`src/rtl/pixel_write_arbiter.sv`:
```
// pixel_write_arbiter: round-robin burst arbiter sharing the VGA pixel-write port,
// with off-screen clipping, an idle-timeout grant revocation and registered outputs.
module pixel_write_arbiter #(
  parameter int NUM_REQ = 4,
  parameter int X_W = 9,
  parameter int Y_W = 8,
  parameter int C_W = 3,
  parameter int X_MAX = 319,
  parameter int Y_MAX = 239,
  parameter int TIMEOUT = 1023,
  localparam int GW = (NUM_REQ > 1) ? $clog2(NUM_REQ) : 1
) (
  input  logic                   clk,
  input  logic                   resetn,
  input  logic [NUM_REQ-1:0]     req_valid,
  input  logic [NUM_REQ-1:0]     req_last,
  input  logic [NUM_REQ*X_W-1:0] req_x,
  input  logic [NUM_REQ*Y_W-1:0] req_y,
  input  logic [NUM_REQ*C_W-1:0] req_colour,
  output logic [NUM_REQ-1:0]     req_ready,
  output logic [X_W-1:0]         vga_x,
  output logic [Y_W-1:0]         vga_y,
  output logic [C_W-1:0]         vga_colour,
  output logic                   vga_plot,
  output logic [GW-1:0]          grant_id,
  output logic                   busy,
  output logic                   timeout_pulse,
  output logic [15:0]            clip_count
);
  localparam int TW = $clog2(TIMEOUT + 1);
  typedef enum logic {S_IDLE, S_BURST} state_t;
  state_t state, state_next;
  logic [TW-1:0] idle_cnt, idle_next;
  logic [GW-1:0] winner, lo, hi;
  logic hi_found, any_valid;
  logic sel_valid, sel_last, accept, on_screen, expire;
  logic [X_W-1:0] sel_x;
  logic [Y_W-1:0] sel_y;
  logic [C_W-1:0] sel_colour;
  // Prefer the lowest valid index above the last grantee, else wrap to the lowest overall.
  always_comb begin
    lo = '0;
    hi = '0;
    hi_found = 1'b0;
    for (int i = NUM_REQ - 1; i >= 0; i--) begin
      if (req_valid[i]) begin
        lo = GW'(i);
        if (GW'(i) > grant_id) begin
          hi = GW'(i);
          hi_found = 1'b1;
        end
      end
    end
    any_valid = |req_valid;
    winner = hi_found ? hi : lo;
  end
  always_comb begin
    sel_valid = 1'b0;
    sel_last = 1'b0;
    sel_x = '0;
    sel_y = '0;
    sel_colour = '0;
    for (int i = 0; i < NUM_REQ; i++) begin
      if (grant_id == GW'(i)) begin
        sel_valid = req_valid[i];
        sel_last = req_last[i];
        sel_x = req_x[i*X_W +: X_W];
        sel_y = req_y[i*Y_W +: Y_W];
        sel_colour = req_colour[i*C_W +: C_W];
      end
    end
  end
  assign busy = (state == S_BURST);
  assign req_ready = busy ? NUM_REQ'(1) << grant_id : '0;
  assign accept = busy && sel_valid;
  assign on_screen = (sel_x <= X_W'(X_MAX)) && (sel_y <= Y_W'(Y_MAX));
  assign expire = busy && !sel_valid && (idle_cnt == TW'(TIMEOUT - 1));
  always_comb begin
    state_next = state;
    idle_next = '0;
    if (state == S_IDLE) begin
      state_next = any_valid ? S_BURST : S_IDLE;
    end else begin
      state_next = ((accept && sel_last) || expire) ? S_IDLE : S_BURST;
      idle_next = (accept || expire) ? '0 : idle_cnt + TW'(1);
    end
  end
  always_ff @(posedge clk or negedge resetn) begin
    if (!resetn) begin
      state <= S_IDLE;
      idle_cnt <= '0;
      grant_id <= GW'(NUM_REQ - 1);
      timeout_pulse <= 1'b0;
      vga_plot <= 1'b0;
      vga_x <= '0;
      vga_y <= '0;
      vga_colour <= '0;
      clip_count <= '0;
    end else begin
      state <= state_next;
      idle_cnt <= idle_next;
      timeout_pulse <= expire;
      vga_plot <= accept && on_screen;
      if (state == S_IDLE && any_valid) grant_id <= winner;
      if (accept && on_screen) begin
        vga_x <= sel_x;
        vga_y <= sel_y;
        vga_colour <= sel_colour;
      end
      if (accept && !on_screen && clip_count != 16'hFFFF) clip_count <= clip_count + 16'd1;
    end
  end
endmodule

```
`config.mk`:
```
export PLATFORM = sky130hd
export DESIGN_NAME = pixel_write_arbiter
export DESIGN_NICKNAME = d
export VERILOG_FILES = /design/src/rtl/pixel_write_arbiter.sv
export SDC_FILE = /design/constraint.sdc
export NUM_CORES = 1
export LEC_CHECK = 0
export BUFFER_PORTS_ARGS = -buffer_cell sky130_fd_sc_hd__buf_2
export CAP_MARGIN = 20
export CORE_MARGIN = 8
export CORE_UTILIZATION = 49
export CTS_BUF_LIST = sky130_fd_sc_hd__clkbuf_2 sky130_fd_sc_hd__clkbuf_4 sky130_fd_sc_hd__clkbuf_8
export CTS_CLUSTER_DIAMETER = 100
export DETAILED_ROUTE_END_ITERATION = 7
export GPL_ROUTABILITY_DRIVEN = 0
export GPL_TIMING_DRIVEN = 0
export HOLD_SLACK_MARGIN = 0.05
export MAX_ROUTING_LAYER = met4
export PLACE_DENSITY_LB_ADDON = 0.25
export SKIP_CTS_REPAIR_TIMING = 1
export SLEW_MARGIN = 20
export SYNTH_ARGS = -nofsm -noshare
export SYNTH_HDL_FRONTEND = slang
export SYNTH_SLANG_ARGS = --single-unit
```
`constraint.sdc`:
```
create_clock -name clk -period 2.67 [get_ports clk]
set_input_delay 0 -clock clk [delete_from_list [all_inputs] [get_ports clk]]
set_output_delay 0 -clock clk [all_outputs]
set_load 0.03 [all_outputs]
```
# --- After elaboration in Yosys (flattened, before gate mapping) ---
# Cells that the tools add are included.
word_totals:
  out_inout_bits: 45
  word_cells: 86
  regBits: 51
  input_bits: 90
op_classes:
  shifts: 1
  mux: 47
  eq_ne: 5
  bitwise_logic: 1
  add_sub_neg: 2
  n_reduce_logical: 15
  n_lt_le_gt_ge: 6
ops:
  columns: ["cell", "count"]
  rows:
  - ["two-way mux 9 bit", 4]
  - ["two-way mux 8 bit", 4]
  - ["two-way mux 2 bit", 13]
  - ["two-way mux 10 bit", 2]
  - ["two-way mux 1 bit", 19]
  - ["adder 16 x 1 -> 16 bit (second input constant)", 1]
  - ["inequality test 16 bit (second input constant)", 1]
  - ["two-way mux 3 bit", 4]
  - ["adder 10 x 1 -> 10 bit (second input constant)", 1]
  - ["== test 10 bit (second input constant)", 1]
  - ["less-or-equal comparator 9 bit (second input constant)", 1]
  - ["logical AND 1 bit", 9]
  - ["less-or-equal comparator 8 bit (second input constant)", 1]
  - ["== test 2 bit (second input constant)", 2]
  - ["greater-than comparator 1 x 2 -> 1 bit (first input constant)", 2]
  - ["greater-than comparator 2 bit (first input constant)", 2]
  - ["two-way mux 4 bit", 1]
  - ["OR reduction 4 bit", 1]
  - ["left shift 1 x 2 -> 4 bit (first input constant)", 1]
  - ["== test 2 x 1 -> 1 bit (second input constant)", 1]
  - ["zero test 1 bit", 2]
  - ["zero test 2 bit", 1]
  - ["logical OR 1 bit", 2]
  - ["inverter 1 bit", 1]

# --- Depth between registers and ports, before layout ---
depth:
  depth_word: 11
  depth_mapped: 8
  depth_no_buf: 6

# --- Worst setup path before layout ---
# OpenSTA, ideal clock, no wires.
synth_path:
  path_kind: "register to register"
  start: "register grant_id[0]"
  end: "register vga_colour[0]"
  t_arrival_ns: 2.353
  path_stages_with_launch: 8
  setup_time_ns: 0.125
  t_required_ns: 2.545
  slack_ns: 0.192
  path_cell_list: "dfstp_2 buf_6 mux4_2 o21a_1 a41oi_4 nand3_4 buf_6 mux2_4"
synth_between:
  elab_chain_cells: 8
synth_rtl:
  columns: ["item", "line_no", "text"]
  rows:
  - ["from (decl)", "25", "output logic [GW-1:0] grant_id,"]
  - ["from (signal assigned)", "92", "grant_id <= GW'(NUM_REQ - 1);"]
  - ["from (signal assigned)", "104", "if (state == S_IDLE && any_valid) grant_id <= winner;"]
  - ["zero test 2 bit", "64", "if (grant_id == GW'(i)) begin"]
  - ["two-way mux 9 bit / two-way mux 8 bit (equally long branches) (4 in a row)", "64", null]
  - ["less-or-equal comparator 9 bit / less-or-equal comparator 8 bit (equally long branches)", "76", "assign on_screen = (sel_x <= X_W'(X_MAX)) && (sel_y <= Y_W'(Y_MAX));"]
  - ["logical AND 1 bit", "76", null]
  - ["logical AND 1 bit", "105", "if (accept && on_screen) begin"]
  - ["to (signal assigned)", "108", "vga_colour <= sel_colour;"]
  - ["to (decl)", "23", "output logic [C_W-1:0] vga_colour,"]
# Several ways; a longest one is shown, not always the timed one.
# A chain may end at the register's enable or synchronous reset.

# --- Worst setup path in the final report ---
layout_path:
  start: "register grant_id[0]"
  end: "register vga_x[0]"
layout_between:
  elab_chain_cells: 8
layout_rtl:
  columns: ["item", "line_no", "text"]
  rows:
  - ["zero test 2 bit", "64", null]
  - ["two-way mux 9 bit / two-way mux 8 bit (equally long branches) (4 in a row)", "64", null]
  - ["less-or-equal comparator 9 bit / less-or-equal comparator 8 bit (equally long branches)", "76", null]
  - ["logical AND 1 bit", "76", null]
  - ["logical AND 1 bit", "105", null]
  - ["to (signal assigned)", "106", "vga_x <= sel_x;"]
  - ["to (decl)", "21", "output logic [X_W-1:0] vga_x,"]
# Several ways; a longest one is shown, not always the timed one.

==> summary.txt <==
CTS
  – Clock Pin Slew Worst Setup and Hold Paths: 0.10 ns
  – H-tree levels: 2
  – CTS max path bufs: 2
  – Clock Sinks: 51
  – Cts bufs inserted: 5
  – Worst-Skew Late Latency: 0.30 ns
  – CTS tree: yes
  – CTS root buf: clkbuf_8

Route
  – Number of vias per cell: 5.38
  – Drt wl/cell: 17.9 um
  – DRT Pass-1 Iters: 6
  – DRT antenna net count: 0
  – DR DRC count: 0
  – Final WL: 7.95 mm
  – Number of DRC markers in iteration 0: 96
  – Vias: 2388

Pwr
  – Combinational Power Share: 0.594
  – Clock Power Share: 0.126
  – Sequential cell fraction of total power: 0.280
  – NetSw: 1850 uW
  – Total power: 4290 uW
  – Leakage: 0.00196 uW
  – Worst vdd ir: 0.597 mV
  – Sw Share: 0.432
  – Pwr/cell area: 1130 nW/um^2
  – Internal power: 2440 uW

STA
  – Final period utilization: 0.968
  – Slew HR: 0.586
  – Final min period: 2.58 ns
  – Slew Viols, Final: 0
  – Setup tns final: 0 ns
  – RSZ-0062 raised after global routing: no
  – Final Worst Setup Slack: 0.0866 ns
  – Worst clock skew: 0.0123 ns
  – Smallest hold slack: 0.0235 ns
  – Worst-Margin Slew: 0.621 ns
  – Number of setup violations in the final report: 0
  – Final hold vios: 0
  – Max Clk Rate: 0.387 GHz

Logic synthesis
  – Share of the synthesized area in the top cell type: 0.420
  – Synthesized net count: 319
  – Sequential area share after synthesis: 0.438
  – Top-count cell post-synth: dfrtp_1
  – Top post-synthesis cells by area: dfrtp_1 (42%), mux4_2 (17%), mux2_4 (9.8%)
  – Unique cell type count in the Yosys netlist: 34
  – Dominant synthesized flop cell: dfrtp_1
  – Synthesized instance count: 226
  – Post-Syn Area: 2920 um^2
  – Asr flop ratio synth: 1.00
  – Yosys top cell by area: dfrtp_1
  – Post-synth EDFFs: 0
  – Yosys Warn Count: 0
  – Post-synth top cells: dfrtp_1 (49), nor2_1 (24), mux4_2 (22), xor2_1 (21), mux2_4 (19)
  – Yosys reg bits: 51
  – Post-Syn Area per Cell: 12.9 um^2

Placement
  – Pre-CTS WS: 0.109 ns
  – Dpl hpwl: 6.37 mm
  – Post-placement cell count: 435
  – Port-buffer cells: 134

Finish
  – Area Growth Syn to Fin: 30.7%
  – # diodes: 0
  – Layout cells sized above 1: 0.542
  – Layout Cells excl Fill: 444
  – Layout fillers: 475
  – Total Nets Final: 461

Setup path
  – Most common cell on crit path: buf_6
  – Critical path cell sequence: buf_6 -> mux4_2 -> o21a_1 -> a41oi_4 -> nand3_4 -> buf_6 -> mux2_4
  – Critical Path Source Type: flop
  – Critical path fanouts, max: 10
  – Crit path DAT: 2.77 ns
  – Crit path from: grant_id[0]$_DFFE_PN1P_
  – Critical path capture point type: flop
  – Delay-heaviest family, CP: multiplexers
  – Worst path max stage delay: 0.55 ns
  – Critical Path RT: 2.85 ns
  – Worst path bufs/invs: 2
  – Kind of critical path: reg -> reg
  – Slowest cell on crit path: dfstp_2
  – Reg2reg start: grant_id[0]$_DFFE_PN1P_

Floorplan
  – Die W: 93.2 um
  – Cell row count: 28
  – Die Span Y: 93.2 um
  – IO Pins: 135
  – Core footprint: 5850 um^2
  – Initial Util: 0.499
  – Total die area: 8680 um^2

Hold path
  – Class of the worst hold path: in -> reg
  – HP Start: req_valid[0]

Global routing
  – First-pass GRT wire length: 12.9 mm
  – Largest net degree at the start of global routing: 52
  – Gr ovfl total: 0
  – Initial antenna violation count: 0
  – Vias in the first global route: 2714
  – Total GRT Usage: 0.190

Status
  – Status: complete, no violations

Run
  – Max cap viols: 0
## cell type report
type,instances,area (um^2),share of cell area
plain buffers,11,70.1,0.0184
clock buffers,5,68.8,0.0181
clock inverters,3,43.8,0.0115
inverters,5,18.8,0.00492
multi-input cells,159,1560,0.408
flip-flops and latches,51,1280,0.335
well taps,75,93.8,0.0246
repair buffers,135,683,0.179
## metrics by stage
| step | area [um^2] | utilization |
|---|---|---|
| 2_1_floorplan | 2920 | - |
| 5_1_grt | 3810 | 0.652 |
| 6_report | 3810 | 0.652 |
| 4_1_cts | 3790 | 0.649 |
| 3_3_place_gp | 3680 | 0.629 |
| 3_5_place_dp | 3680 | 0.629 |
## worst reg2reg max path, cell delays in order (launching register included)
cell and delay (ns):
dfstp_2 0.55, buf_6 0.17, mux4_2 0.53, o21a_1 0.23
a41oi_4 0.36, nand3_4 0.14, buf_6 0.18, mux2_4 0.31
## power by group through the flow
stage | Sequential [uW] | Clock [uW] | Combinational (uW)
3_3_place_gp | 1200 | 0 | 2510
4_1_cts | 1200 | 558 | 2560
3_5_place_dp | 1210 | 0 | 2560
2_1_floorplan | 1630 | 0 | 1500
6_report | 1200 | 542 | 2550
5_1_grt | 1230 | 581 | 2720
## cell families (layout without fill, tap and decap cells)
kind of cell / Yosys count / in the layout / synth area share
AND/OR/NAND/NOR: 75 / 75 / 0.131
flip-flops: 51 / 51 / 0.438
multiplexers: 45 / 45 / 0.283
XOR/XNOR: 23 / 23 / 0.0690
buffers and inverters: 16 / 159 / 0.0304
AO/OA/AOI/OAI: 13 / 13 / 0.0360
adder cells (fa/ha/maj): 3 / 3 / 0.0129
## worst paths after layout
| path | end | slack, ns | cells past startpoint |
|---|---|---|---|
| hold reg to reg | clip_count[10]$_DFFE_PN0P_ | 0.50 | 1 |
| max in group asynchronous | vga_colour[1]$_DFFE_PN0P_ | 2.01 | 2 |
| min in group asynchronous | clip_count[0]$_DFFE_PN0P_ | 0.24 | 2 |
| hold / removal | grant_id[0]$_DFFE_PN1P_ | 0.02 | 4 |
| setup reg to reg | vga_x[0]$_DFFE_PN0P_ | 0.09 | 7 |
| setup / recovery | vga_x[0]$_DFFE_PN0P_ | 0.09 | 7 |
## cell usage in the layout, fill, tap and decap left out, types with 2 or more instances in the layout
cell type | netlist | routed
dfstp_2 | 2 | 2
xnor2_1 | 2 | 2
buf_6 | 3 | 3
clkbuf_1 | 3 | 3
nor4_1 | 2 | 2
dfrtp_1 | 49 | 49
nor3_1 | 8 | 8
and4_1 | 2 | 2
mux2_4 | 19 | 19
ha_1 | 3 | 3
nand4_1 | 5 | 5
mux4_2 | 22 | 22
mux2_2 | 3 | 3
nor3b_1 | 3 | 3
xor2_1 | 21 | 21
clkbuf_8 | 0 | 5
nand2_1 | 14 | 14
nor2_1 | 24 | 24
a21oi_1 | 5 | 5
nand3_1 | 11 | 10
nor4b_1 | 3 | 3
buf_2 | 5 | 138
inv_1 | 5 | 5
## per-layer routing
metal / GRT usage / part of all wire
met1: 0.215 / 0.40
met2: 0.339 / 0.54
met3: 0.0313 / 0.047
met4: 0.0537 / 0.016
met5: - / 0
## registers in the layout, summed over array words and instances (netlist names)
| signal | cells |
|---|---|
| busy | 1 |
| clip_count | 16 |
| grant_id | 2 |
| idle_cnt | 10 |
| timeout_pulse | 1 |
| vga_colour | 3 |
| vga_plot | 1 |
| vga_x | 9 |
| vga_y | 8 |
Note: power is estimated with default switching activity, not from simulation.
